===== src/rtl/card_shoe.sv =====
// card_shoe: one 52-card deck held in registers, Fisher-Yates shuffled from a free-running LFSR,
//   dealt one card per draw request with no repeats until the next shuffle.
// Ports: clk_i/rst_ni (async active-low); draw_req_i, shuffle_req_i single-cycle request pulses;
//   card_valid_o pulse with card_value_o (1..10) / card_rank_o (1..13) held until the next card;
//   cards_left_o undealt count; busy_o high while building or shuffling; draw_err_o refusal pulse.
// Option: define AUTO_RESHUFFLE_EN to reshuffle automatically once cards_left <= CUT_CARD.
// Latency: draw_req in cycle n -> card_valid in cycle n+1; back-to-back draws are accepted.
module card_shoe #(
  parameter logic [15:0] LFSR_SEED = 16'hACE1,
  parameter logic [5:0]  CUT_CARD  = 6'd0
) (
  input  logic       clk_i,
  input  logic       rst_ni,
  input  logic       draw_req_i,
  input  logic       shuffle_req_i,
  output logic       card_valid_o,
  output logic [3:0] card_value_o,
  output logic [3:0] card_rank_o,
  output logic [5:0] cards_left_o,
  output logic       busy_o,
  output logic       draw_err_o
);

`ifdef AUTO_RESHUFFLE_EN
  localparam logic AUTO_EN = 1'b1;
`else
  localparam logic AUTO_EN = 1'b0;
`endif

  typedef enum logic [1:0] {S_INIT, S_SHUFFLE, S_READY} state_t;

  state_t      state_q;
  logic [15:0] lfsr_q;
  logic [5:0]  ptr_q;        // INIT: entry being written; READY: index of the top card
  logic [5:0]  i_q;          // Fisher-Yates position, 51 down to 1
  logic [3:0]  init_rank_q;  // rank written during INIT, wraps 13 -> 1
  logic        auto_pend_q;  // served draw reached the cut card; reshuffle next cycle
  logic        card_valid_q;
  logic [3:0]  card_value_q;
  logic [3:0]  card_rank_q;
  logic [5:0]  cards_left_q;
  logic        busy_q;
  logic        draw_err_q;
  logic [3:0]  deck_q [52];

  logic [5:0]  j;
  logic        j_ok;
  logic        lfsr_fb;
  logic [3:0]  top_card;

  assign j        = lfsr_q[5:0];
  assign j_ok     = (j <= i_q);  // rejection sampling keeps j uniform over 0..i
  assign lfsr_fb  = lfsr_q[15] ^ lfsr_q[14] ^ lfsr_q[12] ^ lfsr_q[3];
  assign top_card = deck_q[ptr_q];

  // Free-running in every state: draw/shuffle timing from the player supplies the entropy.
  always_ff @(posedge clk_i or negedge rst_ni) begin
    if (!rst_ni) lfsr_q <= LFSR_SEED;
    else         lfsr_q <= {lfsr_q[14:0], lfsr_fb};
  end

  // Deck storage needs no reset: INIT rewrites every entry after each reset.
  always_ff @(posedge clk_i) begin
    case (state_q)
      S_INIT: deck_q[ptr_q] <= init_rank_q;
      S_SHUFFLE: begin
        if (j_ok) begin
          deck_q[i_q] <= deck_q[j];
          deck_q[j]   <= deck_q[i_q];
        end
      end
      default: ;
    endcase
  end

  always_ff @(posedge clk_i or negedge rst_ni) begin
    if (!rst_ni) begin
      state_q      <= S_INIT;
      ptr_q        <= 6'd0;
      i_q          <= 6'd51;
      init_rank_q  <= 4'd1;
      auto_pend_q  <= 1'b0;
      card_valid_q <= 1'b0;
      card_value_q <= 4'd0;
      card_rank_q  <= 4'd0;
      cards_left_q <= 6'd0;
      busy_q       <= 1'b1;
      draw_err_q   <= 1'b0;
    end else begin
      card_valid_q <= 1'b0;
      draw_err_q   <= 1'b0;
      case (state_q)
        S_INIT: begin
          draw_err_q  <= draw_req_i;
          init_rank_q <= (init_rank_q == 4'd13) ? 4'd1 : init_rank_q + 4'd1;
          if (ptr_q == 6'd51) begin
            ptr_q   <= 6'd0;
            i_q     <= 6'd51;
            state_q <= S_SHUFFLE;
          end else begin
            ptr_q <= ptr_q + 6'd1;
          end
        end
        S_SHUFFLE: begin
          draw_err_q <= draw_req_i;
          if (j_ok) begin
            if (i_q == 6'd1) begin
              ptr_q        <= 6'd0;
              cards_left_q <= 6'd52;
              busy_q       <= 1'b0;
              state_q      <= S_READY;
            end else begin
              i_q <= i_q - 6'd1;
            end
          end
        end
        S_READY: begin
          // The deck is always a permutation, so a reshuffle skips INIT.
          if (shuffle_req_i || auto_pend_q) begin
            draw_err_q  <= draw_req_i;
            auto_pend_q <= 1'b0;
            ptr_q       <= 6'd0;
            i_q         <= 6'd51;
            busy_q      <= 1'b1;
            state_q     <= S_SHUFFLE;
          end else if (draw_req_i) begin
            if (ptr_q < 6'd52) begin
              card_rank_q  <= top_card;
              card_value_q <= (top_card > 4'd10) ? 4'd10 : top_card;
              card_valid_q <= 1'b1;
              ptr_q        <= ptr_q + 6'd1;
              cards_left_q <= cards_left_q - 6'd1;
              auto_pend_q  <= AUTO_EN && ((cards_left_q - 6'd1) <= CUT_CARD);
            end else begin
              draw_err_q <= 1'b1;
            end
          end
        end
        default: state_q <= S_INIT;
      endcase
    end
  end

  assign card_valid_o = card_valid_q;
  assign card_value_o = card_value_q;
  assign card_rank_o  = card_rank_q;
  assign cards_left_o = cards_left_q;
  assign busy_o       = busy_q;
  assign draw_err_o   = draw_err_q;

endmodule


===== config.mk =====
export PLATFORM = sky130hd
export DESIGN_NAME = card_shoe
export DESIGN_NICKNAME = d
export VERILOG_FILES = /design/src/rtl/card_shoe.sv
export SDC_FILE = /design/constraint.sdc
export NUM_CORES = 1
export LEC_CHECK = 0
export ABC_AREA = 0
export CAP_MARGIN = 30
export CORE_UTILIZATION = 55
export DETAILED_ROUTE_END_ITERATION = 6
export PLACE_DENSITY = 0.8
export SYNTH_ARGS = -nofsm -noshare
export SYNTH_HDL_FRONTEND = slang
export SYNTH_SLANG_ARGS = --single-unit

===== constraint.sdc =====
create_clock -name clk_i -period 4.35 [get_ports clk_i]
set_input_delay 1.305 -clock clk_i [delete_from_list [all_inputs] [get_ports clk_i]]
set_output_delay 1.305 -clock clk_i [all_outputs]
set_load 0.005 [all_outputs]

==> flow_summary_export.csv <==
group,metric,value,unit
status,status,"finished, violations left",
status,violations,"DRC",
place,dpl.cell_count,1680,
sta,fmax,0.2450,GHz
cts,hold_buffers,0,
worst_setup_path,slowest_stage,"a22oi_1",
route,dr_wl_met2,24630,um
sta,setup_viol_count_final,0,
floorplanning,initial_core_util,0.5651,
place,gp_congestion,1.037,
route,vias_per_cell,7.808,
synth,synth_edf_count,208,
worst_setup_path,timing.rr.start,"i_q[1]$_DFFE_PN1P_",
sta,setup_tns,0,ns
route,drt_iter0_markers,2672,
pwr,combPwrFrac,0.003,
cells_and_area,final_layout_size_suffix_gt1_frac,0.1981,
grt,grt_pass1_vias,13000,
route,wl_met3,8741,um
cells_and_area,insertedDiodeCount,0,
cts,clockBufferDepth,3,
worst_setup_path,cpPeakStageDelay,0.89,ns
cells_and_area,final_common_cell,"mux2i_1",
pwr,p_leak,0.006313,uW
worst_setup_path,rr_worst_depth,10,
run,maxCapViolations,0,
worst_setup_path,crit_family,"compound AO/OA/AOI/OAI gates",
worst_hold_path,holdPathEnd,"lfsr_q[11]$_DFF_PN1_",
grt,overflow,0,
cells_and_area,multi_input_area,0.008621,sq mm
route,detail-route-antenna-nets,0,
cells_and_area,mostFrequentLayoutCells,"222 x mux2i_1, 208 x edfxtp_1, 119 x mux4_2",
place,hpwl,37300,um
synth,yosysSeqAreaShare,0.4443,
sta,grt_setup_unrepaired,"false",
route,top_layer,"met5",
worst_hold_path,min_from,"lfsr_q[10]$_DFF_PN1_",
floorplanning,coreArea,0.03003,sq mm
worst_hold_path,hold_path.class,"flip-flop to flip-flop",
synth,ys_ff_latch,259,
cts,clkTransAtPathRegs,0.06,ns
floorplanning,die-area,0.03156,sq mm
cells_and_area,fin_cells,1733,
pwr,p_switching,1060,uW
grt,grt_pass1_wl,83100,um
grt,antenna_found_initial,0,
floorplanning,die_h,177.7,um
worst_setup_path,worstPathArrival,4.31,ns
sta,max_slew_margin,0.2100,
grt,grt_max_degree,58,
floorplanning,die_x,177.7,um
worst_setup_path,path_cells,"inv_1 -> ha_1 -> nor2b_1 -> o21a_1 -> o21a_1 -> o211ai_1 -> nand2_1 -> and3_1 -> a22oi_1 -> o21ai_0",
sta,setup_ws,0.2683,ns
cells_and_area,nFillCells,2269,
route,drc,7,
sta,timing.hold.ws,0.3546,ns
cells_and_area,fin_util,0.6144,
synth,synthCells,1350,
place,post-place-ws,0.4979,ns
place,io_buffers,20,
sta,hold_viol,0,
sta,drv_slew,0,
cts,cts_resized,0,
sta,min_period_over_period,0.9383,
route,vias,13530,
sta,final.min_clock_period,4.082,ns
pwr,internal-power,4064,uW
cells_and_area,area_delta_synth_final,8.737,%
cts,tritoncts,"done",
cts,cts.sinks,259,
sta,worst_slew_pin_slew,1.185,ns
worst_setup_path,reg2reg_to,"deck_q[50][3]$_DFFE_PP_",
cts,postCtsSetupBuffers,0,
route,routed_wl,55530,um
synth,postSynthAreaPerCell,12.57,sq um
cells_and_area,regArea,0.007546,sq mm
route,wl_per_cell,32.04,um
synth,yosysWarnings,0,
worst_setup_path,critPathKind,"flip-flop to flip-flop",
synth,synthArstFlopShare,0.1969,
sta,clock_skew,0.02060,ns
worst_setup_path,path_max_fanout,10,
floorplanning,rows,63,
worst_setup_path,regToRegSetupSlack,0.27,ns
cells_and_area,nets,1340,
worst_hold_path,hold_path_depth,0,
worst_setup_path,critPathBufInv,1,
pwr,swShare,0.2068,
pwr,p_clk_frac,0.481,
cts,htreeDepth,1,
worst_setup_path,crit_path_end_kind,"flip-flop",
grt,grt_use_total,0.3567,
floorplanning,io_pins,21,
cts,root_buffer,"clkbuf_16",
synth,synth.distinct_cells,71,
worst_setup_path,crit_required,4.57,ns
cts,clk_latency,0.58,ns
worst_setup_path,cpMostUsedCell,"o21a_1",
synth,synth_fp_nets,1368,
pwr,ir_drop,0.2922,mV
worst_setup_path,worstSetupStartpointType,"flip-flop",
pwr,seqPwrFrac,0.516,
synth,synth_ff_type,"edfxtp_1",
pwr,p_per_area,277.7,mW/mm^2
route,dr.pass1.iters,7,
cts,cts_buffers,29,
synth,netlist_area,0.01697,sq mm
route,wl_met1,18840,um
==> layer usage <==
layer,GRT usage,vias up
met5,0.009615,-
met4,0.1798,2
met3,0.1183,282
met2,0.5342,1293
met1,0.4627,6587
li1,-,5367
==> sequential cells by signal (all words and copies together) (netlist names), 2 cells and up <==
name and cells:
cards_left_o 6, card_rank_o 4, deck_q 208, card_value_o 4
i_q 6, init_rank_q 4, ptr_q 6, lfsr_q 16
state_q 2
==> layout make-up <==
type	instances	area share
flip-flops and latches	259	0.4089
clock buffers	41	0.04597
well taps	390	0.02644
repair buffers	77	0.04258
inverters	20	0.004068
clock inverters	11	0.004814
multi-input cells	935	0.4672
==> Yosys cell counts (all sizes together) (6+ instances only) <==
library cell / count / share of area
a21oi: 29 / 0.0086
a221oi: 7 / 0.0036
a22o: 6 / 0.0031
a22oi: 93 / 0.041
a31o: 6 / 0.0031
a31oi: 13 / 0.0048
a32oi: 7 / 0.0036
a41oi: 6 / 0.0031
and3: 7 / 0.0026
buf: 108 / 0.042
clkbuf: 28 / 0.0062
dfrtp: 37 / 0.055
dfstp: 14 / 0.022
edfxtp: 208 / 0.37
ha: 14 / 0.010
inv: 18 / 0.0040
mux2: 9 / 0.0060
mux2i: 222 / 0.13
mux4: 119 / 0.16
nand2: 94 / 0.021
nand3: 46 / 0.014
nand3b: 7 / 0.0031
nand4: 19 / 0.0070
nor2: 39 / 0.0086
nor2b: 11 / 0.0041
nor3: 15 / 0.0047
nor3b: 6 / 0.0029
o21a: 6 / 0.0027
o21ai: 84 / 0.025
o22ai: 6 / 0.0022
==> kinds of logic after synthesis <==
kind of cell,count (synthesis),synth area share
AO/OA/AOI/OAI,298,0.1188
XOR/XNOR,3,0.001549
adder cells (fa/ha/maj),14,0.01032
buffers and inverters,156,0.05227
flip-flops,259,0.4443
multiplexers,350,0.2948
AND/OR/NAND/NOR,270,0.07793
==> through the flow <==
step / cell area [sq um] / power, uW
6_report: 18450 / 5124
5_1_grt: 18450 / 5212
4_1_cts: 18450 / 5115
3_5_place_dp: 17510 / 2711
3_3_place_gp: 17510 / 2711
2_1_floorplan: 16970 / 2698
==> power by group through the flow <==
stage | Sequential [uW] | Clock (uW) | Combinational (uW)
floorplan | 2700 | 0 | 0.709
detailed placement | 2700 | 0 | 14.8
global placement | 2700 | 0 | 14.5
global route | 2640 | 2550 | 16.4
finish | 2650 | 2460 | 14.2
CTS | 2650 | 2450 | 15.0
==> worst max path at each step <==
stage                                   from                       to  slack (ns)  cells past startpoint
after floorplan           i_q[1]$_DFFE_PN1P_  deck_q[37][0]$_DFFE_PP_        0.59                     15
after global placement    i_q[1]$_DFFE_PN1P_  deck_q[51][2]$_DFFE_PP_        0.58                     10
after detailed placement  i_q[1]$_DFFE_PN1P_  deck_q[51][2]$_DFFE_PP_        0.50                     10
after CTS                 i_q[1]$_DFFE_PN1P_  deck_q[51][3]$_DFFE_PP_        0.48                     10
after global routing      i_q[1]$_DFFE_PN1P_  deck_q[25][1]$_DFFE_PP_        0.15                     11
final                     i_q[1]$_DFFE_PN1P_  deck_q[50][3]$_DFFE_PP_        0.27                     10
(Power assumes the default switching activity.)
